## config.mk

```make
export PLATFORM = sky130hd
export DESIGN_NAME = apac_pin_entry
export DESIGN_NICKNAME = d
export VERILOG_FILES = /design/src/rtl/apac_pkg.sv /design/src/rtl/apac_key_edge.sv /design/src/rtl/apac_pin_entry.sv
export SDC_FILE = /design/constraint.sdc
export NUM_CORES = 1
export LEC_CHECK = 0
export BUFFER_PORTS_ARGS = -buffer_cell sky130_fd_sc_hd__buf_2
export CAP_MARGIN = 25
export CORE_MARGIN = 5
export CORE_UTILIZATION = 55
export DETAILED_ROUTE_END_ITERATION = 10
export PLACE_DENSITY = 0.83
export REMOVE_ABC_BUFFERS = 1
export SKIP_CTS_REPAIR_TIMING = 1
export SLEW_MARGIN = 20
export SYNTH_ARGS = -nofsm -noshare
export SYNTH_HDL_FRONTEND = slang
export SYNTH_HIERARCHICAL = 1
export SYNTH_SLANG_ARGS = --single-unit
export TNS_END_PERCENT = 1
```

## constraint.sdc

```tcl
create_clock -name clk -period 3.1 [get_ports clk]
set_input_delay 0.31 -clock clk [delete_from_list [all_inputs] [get_ports clk]]
set_output_delay 0.31 -clock clk [all_outputs]
set_load 0.01 [all_outputs]
```

## src/rtl/apac_pkg.sv

```systemverilog
// Shared types and constants for the APAC keypad front-end.
// Holds the entry FSM state encoding and the special key codes.
package apac_pkg;

    localparam int PIN_W = 8;

    localparam logic [3:0] KEY_CLEAR = 4'hA;
    localparam logic [3:0] KEY_ENTER = 4'hB;

    typedef enum logic [2:0] {
        IDLE    = 3'd0,
        WAIT_D1 = 3'd1,
        WAIT_D2 = 3'd2,
        READY   = 3'd3,
        SUBMIT  = 3'd4
    } state_t;

    function automatic logic is_digit(input logic [3:0] code);
        return code <= 4'd9;
    endfunction

endpackage

```

## src/rtl/apac_key_edge.sv

```systemverilog
// Keypad strobe edge detector: one-cycle edge on key_press rising, plus
// the key code captured on that edge (held afterwards for later readers).
module apac_key_edge (
    input  logic       clk,
    input  logic       rst,
    input  logic [3:0] i_key_code,
    input  logic       i_key_press,
    output logic       o_key_edge,
    output logic [3:0] o_key_code
);

    logic       r_key_q;
    logic [3:0] r_code;
    logic       w_edge;

    assign w_edge     = i_key_press & ~r_key_q;
    assign o_key_edge = w_edge;
    // Pass the live code in the edge cycle so the consumer sees it without delay.
    assign o_key_code = w_edge ? i_key_code : r_code;

    always_ff @(posedge clk or posedge rst) begin
        if (rst) begin
            r_key_q <= 1'b0;
            r_code  <= 4'h0;
        end else begin
            r_key_q <= i_key_press;
            if (w_edge) begin
                r_code <= i_key_code;
            end
        end
    end

endmodule

```

## src/rtl/apac_pin_entry.sv

```systemverilog
// Two-digit PIN entry FSM: collects digits, handles CLEAR/ENTER/timeout,
// and issues a TRY_WIDTH-cycle submit strobe with a stable PIN word.
module apac_pin_entry
    import apac_pkg::*;
#(
    parameter int TIMEOUT_CYCLES = 1000,
    parameter int TRY_WIDTH      = 2
) (
    input  logic             clk,
    input  logic             rst,
    input  logic [3:0]       key_code,
    input  logic             key_press,
    input  logic             sensor_1,
    input  logic             alarm_1,
    output logic [PIN_W-1:0] psswrd_atmpt,
    output logic             try_psswrd,
    output logic [1:0]       digit_count,
    output logic             entry_busy,
    output state_t           dbg_state
);

    localparam int TMO_W = $clog2(TIMEOUT_CYCLES);
    localparam logic [TMO_W-1:0] TMO_TERM = TMO_W'(TIMEOUT_CYCLES - 1);
    localparam int SUB_W = (TRY_WIDTH > 1) ? $clog2(TRY_WIDTH) : 1;
    localparam logic [SUB_W-1:0] SUB_LAST = SUB_W'(TRY_WIDTH - 1);

    state_t           r_state;
    state_t           w_next;
    logic [PIN_W-1:0] r_pin_buf;
    logic [PIN_W-1:0] r_psswrd;
    logic [TMO_W-1:0] r_tmo;
    logic [SUB_W-1:0] r_sub;
    logic             r_try;
    logic             r_busy;
    logic [1:0]       r_dc;
    logic             w_edge;
    logic [3:0]       w_code;
    logic             w_accept;
    logic             w_store_hi;
    logic             w_store_lo;
    logic             w_take;
    logic             w_try_nxt;
    logic             w_busy_nxt;
    logic [1:0]       w_dc_nxt;

    apac_key_edge u_key_edge (
        .clk         (clk),
        .rst         (rst),
        .i_key_code  (key_code),
        .i_key_press (key_press),
        .o_key_edge  (w_edge),
        .o_key_code  (w_code)
    );

    always_ff @(posedge clk or posedge rst) begin
        if (rst) begin
            r_state <= IDLE;
        end else begin
            r_state <= w_next;
        end
    end

    // Priority: alarm, car gone, CLEAR, other keys, timeout.
    always_comb begin
        w_next     = r_state;
        w_accept   = 1'b0;
        w_store_hi = 1'b0;
        w_store_lo = 1'b0;
        w_take     = 1'b0;
        if (alarm_1) begin
            w_next = IDLE;
        end else begin
            case (r_state)
                IDLE: begin
                    if (sensor_1) w_next = WAIT_D1;
                end
                WAIT_D1, WAIT_D2, READY: begin
                    if (!sensor_1) begin
                        w_next = IDLE;
                    end else if (w_edge && w_code == KEY_CLEAR) begin
                        w_next   = WAIT_D1;
                        w_accept = 1'b1;
                    end else if (w_edge && is_digit(w_code) && r_state == WAIT_D1) begin
                        w_next     = WAIT_D2;
                        w_store_hi = 1'b1;
                        w_accept   = 1'b1;
                    end else if (w_edge && is_digit(w_code) && r_state == WAIT_D2) begin
                        w_next     = READY;
                        w_store_lo = 1'b1;
                        w_accept   = 1'b1;
                    end else if (w_edge && w_code == KEY_ENTER && r_state == READY) begin
                        w_next   = SUBMIT;
                        w_take   = 1'b1;
                        w_accept = 1'b1;
                    end else if (r_state != WAIT_D1 && r_tmo == TMO_TERM) begin
                        w_next = WAIT_D1;
                    end
                end
                SUBMIT: begin
                    if (r_sub == SUB_LAST) w_next = sensor_1 ? WAIT_D1 : IDLE;
                end
                default: w_next = IDLE;
            endcase
        end
    end

    always_comb begin
        w_try_nxt  = (w_next == SUBMIT);
        w_busy_nxt = (w_next == WAIT_D2) || (w_next == READY) || (w_next == SUBMIT);
        case (w_next)
            WAIT_D2:       w_dc_nxt = 2'd1;
            READY, SUBMIT: w_dc_nxt = 2'd2;
            default:       w_dc_nxt = 2'd0;
        endcase
    end

    always_ff @(posedge clk or posedge rst) begin
        if (rst) begin
            r_pin_buf <= '0;
            r_psswrd  <= '0;
            r_tmo     <= '0;
            r_sub     <= '0;
            r_try     <= 1'b0;
            r_busy    <= 1'b0;
            r_dc      <= 2'd0;
        end else begin
            if (w_next == IDLE || w_next == WAIT_D1) begin
                r_pin_buf <= '0;
            end else if (w_store_hi) begin
                r_pin_buf[7:4] <= w_code;
            end else if (w_store_lo) begin
                r_pin_buf[3:0] <= w_code;
            end
            if (w_take) r_psswrd <= r_pin_buf;
            // Timeout counter saturates at terminal until the state moves.
            if (w_next != r_state || w_accept) begin
                r_tmo <= '0;
            end else if ((r_state == WAIT_D2 || r_state == READY) && r_tmo != TMO_TERM) begin
                r_tmo <= r_tmo + 1'b1;
            end
            if (w_next != r_state) begin
                r_sub <= '0;
            end else if (r_state == SUBMIT && r_sub != SUB_LAST) begin
                r_sub <= r_sub + 1'b1;
            end
            r_try  <= w_try_nxt;
            r_busy <= w_busy_nxt;
            r_dc   <= w_dc_nxt;
        end
    end

    assign psswrd_atmpt = r_psswrd;
    assign try_psswrd   = r_try;
    assign digit_count  = r_dc;
    assign entry_busy   = r_busy;
    assign dbg_state    = r_state;

endmodule

```

# [Word-level counts from Yosys, hierarchy flattened]
# Cells that the tools add are included.
[word_totals] register_bits=39 input_bits=9 out_inout_bits=15
[op_classes] n_addsub=2 n_lt_le_gt_ge=1 n_eq_ne=15 muxes=45 bitwise_logic=3 reduce_logical=23
[op_table] cell="1-bit two-way mux" count=27
[op_table] cell="3-bit two-way mux" count=9
[op_table] cell="10-bit two-way mux" count=2
[op_table] cell="4-bit two-way mux" count=4
[op_table] cell="3-bit by 2-bit == test with 1-bit output, second input constant" count=4
[op_table] cell="10-bit by 1-bit adder with 10-bit output, second input constant" count=1
[op_table] cell="10-bit == test, second input constant" count=1
[op_table] cell="10-bit != test, second input constant" count=1
[op_table] cell="1-bit logical AND" count=9
[op_table] cell="3-bit one-hot mux with 3 select lines" count=1
[op_table] cell="4-bit == test, second input constant" count=2
[op_table] cell="8-bit two-way mux" count=1
[op_table] cell="2-bit nonzero test" count=4
[op_table] cell="3-bit by 1-bit == test with 1-bit output, second input constant" count=2
[op_table] cell="3-bit == test, second input constant" count=2
[op_table] cell="3-bit logical NOT" count=2
[op_table] cell="1-bit logical OR" count=5
[op_table] cell="4-bit <= comparator, second input constant" count=1
[op_table] cell="2-bit one-hot mux with 2 select lines" count=1
[op_table] cell="3-bit by 1-bit != test with 1-bit output, second input constant" count=1
[op_table] cell="3-bit != test" count=1
[op_table] cell="3-bit OR reduction" count=1
[op_table] cell="2-bit by 1-bit != test with 1-bit output, second input constant" count=1
[op_table] cell="1-bit inverter" count=2
[op_table] cell="other kinds (4)" count=4

# [Depth between registers and ports, before layout]
[depth] word_depth=17 ltp_mapped=9 ltp_nobuf=7

# [Modules after synthesis]
# Netlist, hierarchy kept.
[modules_own_cells] module="apac_pin_entry" n_inst=1 cells_each=187 area_per_inst_um2=1839.3 seq_area_each_um2=850.8
[modules_own_cells] module="apac_key_edge" n_inst=1 cells_each=12 area_per_inst_um2=206.4 seq_area_each_um2=125.1

# [Worst setup path before layout]
# Ideal clock, no wire load.
[synth_timing] kind="flip-flop to flip-flop" startpoint="register u_key_edge.r_key_q" endpoint="register r_psswrd[0], in the netlist psswrd_atmpt[0]" setup_time_ns=0.125 arrival_time_ns=2.052 required_time_ns=2.975 slack_ns=0.923 path_stages_with_launch=9 synth_period_minus_slack_ns=2.177 cell_sequence="dfrtp_1 nand2b_4 mux2_4 and4bb_2 and2_0 buf_2 nor3_2 nand2_1 mux2_2"
[synth_between] elab_chain_len=13 word_cells_on_any_way=19
[synth_rtl] element="start: declaration" line_no="apac_key_edge.sv:12" source="logic r_key_q;"
[synth_rtl] element="start signal: assignment" line_no="apac_key_edge.sv:26" source="r_key_q <= i_key_press;"
[synth_rtl] element="1-bit inverter *" line_no="apac_key_edge.sv:16" source="assign w_edge = i_key_press & ~r_key_q;"
[synth_rtl] element="1-bit AND *" line_no="apac_key_edge.sv:16"
[synth_rtl] element="4-bit two-way mux *"
[synth_rtl] element="net w_code[2]" line_no="apac_pin_entry.sv:37" source="logic [3:0] w_code;"
[synth_rtl] element="branches (longest 6 deep; another with 4-bit <= comparator)"
[synth_rtl] element="1-bit two-way mux *" line_no="apac_pin_entry.sv:80" source="end else if (w_edge && w_code == KEY_CLEAR) begin"
[synth_rtl] element="1-bit two-way mux *" line_no="apac_pin_entry.sv:78" source="if (!sensor_1) begin"
[synth_rtl] element="1-bit two-way mux *" line_no="apac_pin_entry.sv:73" source="case (r_state)"
[synth_rtl] element="1-bit two-way mux *" line_no="apac_pin_entry.sv:70" source="if (alarm_1) begin"
[synth_rtl] element="end signal: assignment" line_no="apac_pin_entry.sv:134" source="if (w_take) r_psswrd <= r_pin_buf;"
[synth_rtl] element="end: declaration" line_no="apac_pin_entry.sv:30" source="logic [PIN_W-1:0] r_psswrd;"
# Mark *: on every way through the listed nets, which the timed path passes.
# A chain may end at the register's enable or synchronous reset.

# [Worst setup path in the final report]
[layout_timing] startpoint="register u_key_edge.r_key_q" endpoint="register r_tmo[2]"
[layout_between] elab_chain_len=16 word_cells_on_any_way=30
[layout_rtl] element="1-bit inverter *" line_no="apac_key_edge.sv:16"
[layout_rtl] element="1-bit AND *" line_no="apac_key_edge.sv:16"
[layout_rtl] element="4-bit two-way mux *"
[layout_rtl] element="net w_code[2]" line_no="apac_pin_entry.sv:37"
[layout_rtl] element="branches (longest 11 deep; another with 4-bit <= comparator)"
[layout_rtl] element="1-bit logical OR *" line_no="apac_pin_entry.sv:136" source="if (w_next != r_state || w_accept) begin"
[layout_rtl] element="10-bit two-way mux / 2-bit nonzero test (equally long branches)"
[layout_rtl] element="end signal: assignment" line_no="apac_pin_entry.sv:139" source="r_tmo <= r_tmo + 1'b1;"
[layout_rtl] element="end: declaration" line_no="apac_pin_entry.sv:31" source="logic [TMO_W-1:0] r_tmo;"
# Marked as above.

==> impl_metrics.csv <==
group,metric,value,unit
synth,syn_area,0.00205,sq mm
floorplan,io_pins,24,
pwr,power_density,446,mW/mm^2
sta,skew,0.00426,ns
place,place_congestion,0.892,
grt,grt_remaining_overflow,0,
synth,synthMuxAreaShare,10.8,%
final_layout,area_growth,13.0,%
floorplan,die_x,71.0,um
place,dpl-instance-area,0.00219,sq mm
worst_setup_path,timing_worst_setup_path_type,"reg -> reg",
worst_setup_path,worstReg2RegEnd,"r_tmo[2]$_DFFE_PP0P_",
sta,drv_slew,0,
worst_setup_path,critPathRequiredTime,3.23,ns
sta,hold_viol_final,0,
final_layout,final_cell_mix,"39 x dfrtp_1, 24 x nand2_1, 23 x buf_2, 12 x nor2_1, 12 x nor3_1",
detailed_routing,vias,1590,
synth,syn_inst,199,
floorplan,die_area,0.00504,sq mm
pwr,power_leakage,0.00114,uW
floorplan,core,0.00363,sq mm
synth,synth-adder-area-share,0.612,%
job,maxCapViolCount,0,
clock_tree,clock_sinks,39,
synth,synth-simple-area-share,22.1,%
worst_setup_path,cp-start-kind,"register",
clock_tree,htreeDepth,2,
detailed_routing,met1Wirelength,1830,um
synth,synth_xor_area_share,3.85,%
sta,post-route-period-util,88.9,%
detailed_routing,drc,0,
run_status,outcome,"complete, no violations",
worst_setup_path,worstRegToRegCells,7,
detailed_routing,drtAntennaViolNets,0,
detailed_routing,wl_met3,285,um
synth,yosysSeqAreaShare,47.7,%
worst_setup_path,reg2reg_slack,0.35,ns
grt,grt_pass1_vias,1587,
detailed_routing,wl_met2,1990,um
worst_hold_path,hp-start,"key_press",
final_layout,finalInstanceArea,0.00231,sq mm
detailed_routing,drt_iter0_drc,72,
synth,ys_ff_latch,39,
sta,relSlewSlack,40.7,%
sta,final.setup.tns,0,ns
synth,synth_cell_types,50,
final_layout,drive_above_1_share,24.1,%
sta,worstMarginPinSlew,0.889,ns
final_layout,num_antenna_cells,0,
worst_hold_path,hold_class,"in -> reg",
synth,ys.flop_type,"dfrtp_1",
sta,setup_viol,0,
sta,rsz0062_at_grt,"no",
detailed_routing,drt-total-wl,4170,um
grt,grt_first_pass_wirelength,7270,um
final_layout,fillCellCount,305,
detailed_routing,firstDrtPassIters,4,
worst_setup_path,crit_path_max_incr_delay,0.74,ns
detailed_routing,top_layer,"met4",
synth,syn_area_per_cell,10.3,sq um
worst_hold_path,whs_path_depth,1,
floorplan,die_height,71.0,um
synth,synth_edf_count,0,
place,dp.final_hpwl,2910,um
clock_tree,cts_root_buf,"clkbuf_8",
place,port_buffers,23,
sta,fmax,0.363,GHz
final_layout,layout.nets,233,
worst_setup_path,regToRegStartpoint,"u_key_edge/r_key_q$_DFF_PP0_",
detailed_routing,wire_per_inst,15.3,um
sta,final.setup.worst_slack,0.346,ns
clock_tree,cts_buffers,5,
clock_tree,clockBufferDepth,2,
worst_hold_path,hold_end,"u_key_edge/r_key_q$_DFF_PP0_",
worst_setup_path,path_max_fanout,11,
synth,ys_warn_count,6,
clock_tree,clk_latency,0.29,ns
synth,synth_top_family_by_area,"simple AND/OR/NAND/NOR gates",
detailed_routing,vias_per_cell,5.85,
clock_tree,cts_tree,"yes",
place,placed_cells_incl_taps,263,
grt,track_usage,18.1,%
grt,grt_max_degree,35,
worst_setup_path,crit_arrival,2.89,ns
place,place_ws,0.334,ns
worst_setup_path,cp_cell_sequence,"nand2b_4 > mux2_4 > and4bb_2 > and2_0 > a21oi_1 > o2111ai_1 > nor3_1",
sta,fin_crit,2.75,ns
floorplan,start_util,56.3,%
clock_tree,clk_pin_slew_worst_paths,0.08,ns
grt,antenna_found_initial,0,
worst_setup_path,crit_path_end_kind,"register",
synth,synthArstFlopShare,100,%
pwr,ir_drop,246,uV
worst_setup_path,crit_family,"simple AND/OR/NAND/NOR gates",
sta,hold_ws,0.171,ns
synth,synth_compound_area_share,11.6,%
floorplan,rows,22,
final_layout,final_cells,272,
worst_setup_path,cp_slowest_cell,"o2111ai_1",
worst_setup_path,cp_num_buf_inv,0,
final_layout,final_common_cell,"dfrtp_1",
power breakdown:
part	internal [uW]	switching [uW]
registers	517	5.30
clock network	239	180
logic	32.7	56.0
area by class of cell:
| cell class | instances | area, sq um | area share, % |
|---|---|---|---|
| timing repair buffer | 25 | 133 | 5.74 |
| tap | 48 | 60.1 | 2.60 |
| clock inverter | 3 | 43.8 | 1.89 |
| sequential | 39 | 976 | 42.2 |
| multi-input combinational | 144 | 1000 | 43.3 |
| clock buffer | 5 | 68.8 | 2.98 |
| inverter | 8 | 30.0 | 1.30 |
synth_stat cells, types with 2 or more instances:
cell       n  area, sq um
nand2b_1   2         12.5
nor3_2     2         20.0
dfrtp_1   39          976
nand4_1    3         18.8
nand3_1    9         45.0
nand2_1   24         90.1
inv_1      8         30.0
and4_1     2         17.5
and4bb_2   2         25.0
o31ai_1    5         37.5
xnor2_1    3         26.3
a21oi_1    6         30.0
clkbuf_1   2         7.51
mux2_2     8         90.1
buf_2      5         25.0
nor2_1    12         45.0
o21ai_0    4         20.0
and3_1     2         12.5
nand4b_1   2         17.5
o211ai_1   2         15.0
or3_1      2         12.5
mux2_4     4         60.1
nor3_1    12         60.1
xor2_1     6         52.6
mux2i_1    7         70.1
o21bai_1   2         15.0
per-layer routing:
layer / up-vias / track usage [%]
li1: 761 / -
met5: - / 0
met2: 64 / 27.0
met4: 0 / 7.31
met1: 759 / 25.4
met3: 6 / 4.40
stage by stage:
stage | total power [uW] | util, %
floorplan | 593 | -
finish | 1030 | 63.6
CTS | 1040 | 63.3
global placement | 615 | 60.2
global route | 1070 | 63.6
detailed placement | 620 | 60.2
worst max-delay path by stage:
| stage | to | startpoint | depth (start not counted) | slack [ns] |
|---|---|---|---|---|
| after floorplan | r_tmo[1]$_DFFE_PP0P_ | u_key_edge/r_key_q$_DFF_PP0_ | 7 | 0.73 |
| after global placement | r_tmo[4]$_DFFE_PP0P_ | key_press | 8 | 0.44 |
| after detailed placement | r_tmo[1]$_DFFE_PP0P_ | key_press | 8 | 0.33 |
| after CTS | r_tmo[1]$_DFFE_PP0P_ | u_key_edge/r_key_q$_DFF_PP0_ | 7 | 0.34 |
| after global routing | r_tmo[3]$_DFFE_PP0P_ | u_key_edge/r_key_q$_DFF_PP0_ | 7 | 0.14 |
| final | r_tmo[2]$_DFFE_PP0P_ | u_key_edge/r_key_q$_DFF_PP0_ | 7 | 0.35 |
cell families (layout without fill, tap and decap cells):
| family | after synthesis | in the layout |
|---|---|---|
| simple gates | 83 | 83 |
| flops | 39 | 39 |
| compound gates | 32 | 32 |
| mux | 19 | 19 |
| buf+inv | 16 | 41 |
| xor+xnor | 9 | 9 |
| fa+ha+maj | 1 | 1 |
registers in the layout (all words and copies together), names as in the netlist:
name and cells:
r_pin_buf 8, dbg_state 3, psswrd_atmpt 8, entry_busy 1, r_sub 1, u_key_edge/r_key_q 1
digit_count 2, u_key_edge/r_code 4, r_tmo 10, try_psswrd 1
Note: power is estimated with default switching activity, not from simulation.
